**config.mk**
```make
export PLATFORM = sky130hd
export DESIGN_NAME = mem_port_arbiter
export DESIGN_NICKNAME = d
export VERILOG_FILES = /design/src/rtl/mem_port_arbiter_pkg.sv /design/src/rtl/mem_port_arbiter.sv
export SDC_FILE = /design/constraint.sdc
export NUM_CORES = 1
export LEC_CHECK = 0
export ABC_AREA = 1
export CAP_MARGIN = 20
export CORE_ASPECT_RATIO = 1.75
export CORE_MARGIN = 4
export CORE_UTILIZATION = 46
export CTS_CLUSTER_SIZE = 8
export DETAILED_ROUTE_END_ITERATION = 10
export PLACE_DENSITY = 0.92
export SLEW_MARGIN = 5
export SYNTH_ARGS = -nofsm -noshare
export SYNTH_HDL_FRONTEND = slang
export SYNTH_SLANG_ARGS = --single-unit
```
**constraint.sdc**
```tcl
create_clock -name clk -period 3.5 [get_ports clk]
set_input_delay 0.7 -clock clk [delete_from_list [all_inputs] [get_ports clk]]
set_output_delay 0.7 -clock clk [all_outputs]
set_load 0.005 [all_outputs]
```
**src/rtl/mem_port_arbiter_pkg.sv**
```systemverilog
// mem_port_arbiter_pkg: shared FSM encoding and constants for the memory port arbiter
package mem_port_arbiter_pkg;
  typedef enum logic [1:0] {IDLE, BUSY_I, BUSY_D, RESP} state_t;
  localparam logic [31:0] TIMEOUT_DATA = 32'hDEAD_BEEF;
  localparam int AW_DEF = 32;
  localparam int DW_DEF = 32;
endpackage

```
**src/rtl/mem_port_arbiter.sv**
```systemverilog
// mem_port_arbiter: shares one memory port between fetch and data requesters with streak-limited data priority
module mem_port_arbiter
  import mem_port_arbiter_pkg::*;
#(
  parameter int AW = AW_DEF,
  parameter int DW = DW_DEF,
  parameter int MAX_D_STREAK = 4,
  parameter int TIMEOUT = 255
) (
  input  logic          clk,
  input  logic          rst,
  input  logic          i_req,
  input  logic [AW-1:0] i_addr,
  output logic          i_ack,
  output logic [DW-1:0] i_rdata,
  input  logic          d_req,
  input  logic          d_we,
  input  logic [3:0]    d_be,
  input  logic [AW-1:0] d_addr,
  input  logic [DW-1:0] d_wdata,
  output logic          d_ack,
  output logic [DW-1:0] d_rdata,
  output logic          mem_req,
  output logic          mem_we,
  output logic [3:0]    mem_be,
  output logic [AW-1:0] mem_addr,
  output logic [DW-1:0] mem_wdata,
  input  logic          mem_ack,
  input  logic [DW-1:0] mem_rdata,
  output logic          err
);
  localparam int SW = $clog2(MAX_D_STREAK + 1);
  localparam int TW = $clog2(TIMEOUT + 1);
  state_t state;
  logic [SW-1:0] streak;
  logic [TW-1:0] tcnt;
  logic grant_d, grant_i, done;
  logic [DW-1:0] resp_data;
  // data wins unless fetch has already waited out a full streak
  always_comb begin
    grant_d = d_req && !(i_req && streak == SW'(MAX_D_STREAK));
    grant_i = i_req && !grant_d;
    done = mem_ack || tcnt == TW'(TIMEOUT - 1);
    resp_data = mem_ack ? mem_rdata : DW'(TIMEOUT_DATA);
  end
  always_ff @(posedge clk) begin
    if (rst) begin
      state <= IDLE;
      streak <= '0;
      tcnt <= '0;
      i_ack <= 1'b0;
      i_rdata <= '0;
      d_ack <= 1'b0;
      d_rdata <= '0;
      mem_req <= 1'b0;
      mem_we <= 1'b0;
      mem_be <= '0;
      mem_addr <= '0;
      mem_wdata <= '0;
      err <= 1'b0;
    end else begin
      case (state)
        IDLE: begin
          tcnt <= '0;
          if (grant_d) begin
            state <= BUSY_D;
            mem_req <= 1'b1;
            mem_we <= d_we;
            mem_be <= d_be;
            mem_addr <= d_addr;
            mem_wdata <= d_wdata;
            streak <= i_req ? streak + SW'(1) : '0;
          end else if (grant_i) begin
            state <= BUSY_I;
            mem_req <= 1'b1;
            mem_we <= 1'b0;
            mem_be <= 4'hF;
            mem_addr <= i_addr;
            mem_wdata <= '0;
            streak <= '0;
          end
        end
        BUSY_I, BUSY_D: begin
          tcnt <= tcnt + TW'(1);
          if (done) begin
            state <= RESP;
            mem_req <= 1'b0;
            err <= err | !mem_ack;
            if (state == BUSY_I) begin
              i_ack <= 1'b1;
              i_rdata <= resp_data;
            end else begin
              d_ack <= 1'b1;
              d_rdata <= resp_data;
            end
          end
        end
        RESP: begin
          state <= IDLE;
          i_ack <= 1'b0;
          d_ack <= 1'b0;
        end
        default: state <= IDLE;
      endcase
    end
  end
endmodule

```
==> summary.md <==
The min-delay analysis places its worst path in the category register to register. The run gives 0.000549 V as the maximum vdd drop. The run gives 0 as the count of final max-slew check failures.

The logs give 842 for the post-synthesis cell count and 1269 for the final cell count without fillers. The run gives 0.822 ns as the setup slack after placement. The final route contains 6621 vias. After layout, the design draws a total of 6770 uW. Summed over its instances, the top area cell type makes up 46.3% of the synthesized netlist area. The via count of the first global-routing pass was 6481.

The transition time at the pin with the least slew margin is 0.784 ns. The number of post-CTS setup repair buffers was 0; the clock period minus worst slack was 2.27 ns. The arrival time of the worst setup path came out at 2.53 ns. Of the cells placed in the final design, the portion with a size suffix greater than 1 is 6.04%. The slowest library cell on the worst path was sky130_fd_sc_hd__ha_2. The layout overhead on the synthesized area was 51.2%; the leakage power figure was 0.00393 uW. After clock tree synthesis, the repair step resized 0 gates. CTS placed an instance of sky130_fd_sc_hd__clkbuf_16 at the clock tree root.

STA puts the critical path data required time at 3.76 ns. For the final database, setup skew stands at 0.0127 ns. The startpoint class of the critical path is a register. TritonCTS built the clock tree. The storage element area was 3000 um2. Setup violations remaining at the end of the flow were counted as 0.

For this configuration, the core starts out at a cell density of 46.9%. The die footprint is 16100 um2. The critical path goes through inv_1 > ha_2 > buf_4 > nand3_4 > nand2_1 > a21oi_1.

By count the netlist is led by 160 x sky130_fd_sc_hd__nand2_1, 150 x sky130_fd_sc_hd__dfxtp_1, 121 x sky130_fd_sc_hd__inv_1. Along the worst path, the maximum fanout reaches 41. Row generation in the floorplan step produced 57 rows. For the max-capacitance violation count, the log shows 0. By area the synthesized netlist is led by sky130_fd_sc_hd__dfxtp_1 46%, sky130_fd_sc_hd__nand2_1 9.3%, sky130_fd_sc_hd__a21oi_1 7.9%.

The largest single stage delay on the critical path is 0.47 ns. 0 antenna diodes ended up in the layout. In this run the tool buffered the top-level ports with 274 buffer cells. 275 I/O pins were placed. In the final routed layout, each cell accounts on average for 15.6 um. For the post-detailed-routing wire length, the log shows 19800 um. For the final count of hold timing violations, the log shows 0.

Counting flops with an async set or reset pin after synthesis yields a share of 0%. In the routed design, unresolved DRC markers number 0. The run gives 31300 um as the global-route wire length before repair. The sequential cell area fraction in the yosys report was 46.3%. Global routing used 23.9% of the available tracks across all layers. Together, buffers and inverters on the worst path number 2.

After synthesis the netlist holds a flip-flop and latch count of 150. The area of the mapped netlist is 6480 um2. STA classifies the critical path endpoint as a register. The insertion delay to the later sink of the worst-skew pair came out at 0.41 ns. The final net count is 1228. Among cell families on the critical path, the largest total delay comes from simple AND/OR/NAND/NOR gates.

The area inside the core boundary came out at 13800 um2. The most used flip-flop cell after synthesis is sky130_fd_sc_hd__dfxtp_1. Number of synthesized flops with an enable pin: 0. The clock drives 150 sinks.

Peak clock frequency supported by timing: 441 MHz. After layout, the worst path uses 64.8% of the clock period. The run gives 2640 um2 as the area occupied by multi-input gates. The tools report the net count after synthesis as 989. The flow ran to the end, and the final reports show no timing, DRC or antenna violations. The tools report the routability congestion estimate as 0.844. Fill cells in the final layout number 1099. The level count of the clock H-tree came out at 4. The largest total area in the synthesized netlist belongs to sky130_fd_sc_hd__dfxtp_1. Once routing completed, OpenROAD measured the worst setup slack at 1.23 ns. The setup path with the least slack is of type register to register. The floorplan die height came out at 165 um. In this run, CTS created clock tree buffers numbering 17. The total power divided by cell area is 690 nW/um2. After global routing the overflow that remains totals 0.

The x dimension of the die was 97.7 um; the setup TNS was 0 ns. The routed via count divided by cell count works out to 5.22. The post-CTS clock slew at the launch and capture registers of the worst setup and hold paths is 0.06 ns.

Setup repair after global routing left no endpoint under its margin. The first TritonRoute pass finished after 5 iterations. For this run, the number of Yosys warnings is 0. Averaged over all synthesized cells, the footprint is 7.70 um2. The synthesized netlist contains 32 unique library cells. The most common cell in the synthesized netlist is sky130_fd_sc_hd__nand2_1.

Counting along the longest clock path gives a buffer depth of 2. The logs give 47.6% for the relative slew slack and 14300 um for the HPWL reported at the end of detailed placement. For this block, the initial DRC count from the detailed router was 301. Entering global routing, the biggest net connects 74 pins.

The initial antenna violation count is 0. The number of hold buffers added after CTS was 0. The detail route stage leaves a number of antenna-violating nets equal to 0.

Across all hold checks on the routed design, the worst slack comes to 0.445 ns. The number of placed instances, taps included, is 1239.
==> worst paths after layout <==
check | cells past startpoint | start | slack [ns] | end
max | 6 | state[1]$_SDFFE_PP0P_ | 1.23 | d_rdata[17]$_SDFFE_PP0P_
min | 2 | d_rdata[30]$_SDFFE_PP0P_ | 0.44 | d_rdata[30]$_SDFFE_PP0P_
min reg2reg | 2 | d_rdata[30]$_SDFFE_PP0P_ | 0.44 | d_rdata[30]$_SDFFE_PP0P_
max reg2reg | 6 | state[1]$_SDFFE_PP0P_ | 1.23 | d_rdata[17]$_SDFFE_PP0P_
==> report_power, final <==
part | internal [uW] | switching [uW]
combinational | 1200 | 1320
sequential | 2100 | 212
clock | 1200 | 739
==> placed cells by master (no fill, tap or decap), types with 2 or more instances in the layout <==
cell type / n
sky130_fd_sc_hd__o31ai_1: 24
sky130_fd_sc_hd__a21oi_1: 102
sky130_fd_sc_hd__bufinv_16: 4
sky130_fd_sc_hd__nand3_4: 2
sky130_fd_sc_hd__nand2_1: 160
sky130_fd_sc_hd__o21ai_0: 4
sky130_fd_sc_hd__o211ai_1: 32
sky130_fd_sc_hd__clkdlybuf4s50_1: 273
sky130_fd_sc_hd__buf_12: 2
sky130_fd_sc_hd__nand2_2: 4
sky130_fd_sc_hd__nand3_1: 74
sky130_fd_sc_hd__o21ai_1: 5
sky130_fd_sc_hd__buf_4: 9
sky130_fd_sc_hd__a21oi_2: 7
sky130_fd_sc_hd__nor2_1: 20
sky130_fd_sc_hd__inv_2: 5
sky130_fd_sc_hd__nor3_1: 6
sky130_fd_sc_hd__dfxtp_1: 150
sky130_fd_sc_hd__ha_1: 8
sky130_fd_sc_hd__clkinvlp_4: 3
sky130_fd_sc_hd__clkbuf_16: 17
sky130_fd_sc_hd__inv_6: 4
sky130_fd_sc_hd__nand4_1: 42
sky130_fd_sc_hd__inv_1: 121
==> sequential cells by signal, summed over array words and instances (netlist names), 2 cells and up <==
name       cells
d_rdata       32
i_rdata       32
mem_addr      32
mem_be         4
mem_wdata     32
state          2
streak         3
tcnt           8
==> per-layer routing <==
layer  global-route usage (%)  share of wire [%]
met5                        0                  0
met4                     12.0                4.1
met3                     5.80                6.2
met2                     44.9                 54
met1                     24.4                 36
==> tightest hold or removal path, cell delays in order (launching register included) <==
cell and delay [ns]:
sky130_fd_sc_hd__dfxtp_1 0.31, sky130_fd_sc_hd__inv_1 0.05, sky130_fd_sc_hd__a21oi_1 0.05
==> metrics by stage <==
stage / cell area, um2 / utilization, %
final: 9800 / 70.9
after detailed placement: 9180 / 66.4
after floorplan: 6480 / -
after CTS: 9800 / 70.9
after global placement: 9180 / 66.4
after global routing: 9800 / 70.9
==> area by class of cell <==
class,instances,area share (%)
inverters,126,4.82
clock inverters,13,2.02
well taps,177,2.26
repair buffers,285,29.0
clock buffers,17,4.34
multi-input cells,501,26.9
flip-flops and latches,150,30.6
==> cell families (layout without fill, tap and decap cells) <==
kind of cell	count (synthesis)	after routing	share of synthesized area, %
AOI/OAI and AO/OA	177	177	16.4
xor gates and xnor gates	1	1	0.135
adders and majority gates	9	9	1.74
buffers and inverters	191	441	13.1
DFF	150	150	46.3
and+or+nand+nor	314	314	22.3
(Power assumes the default switching activity.)
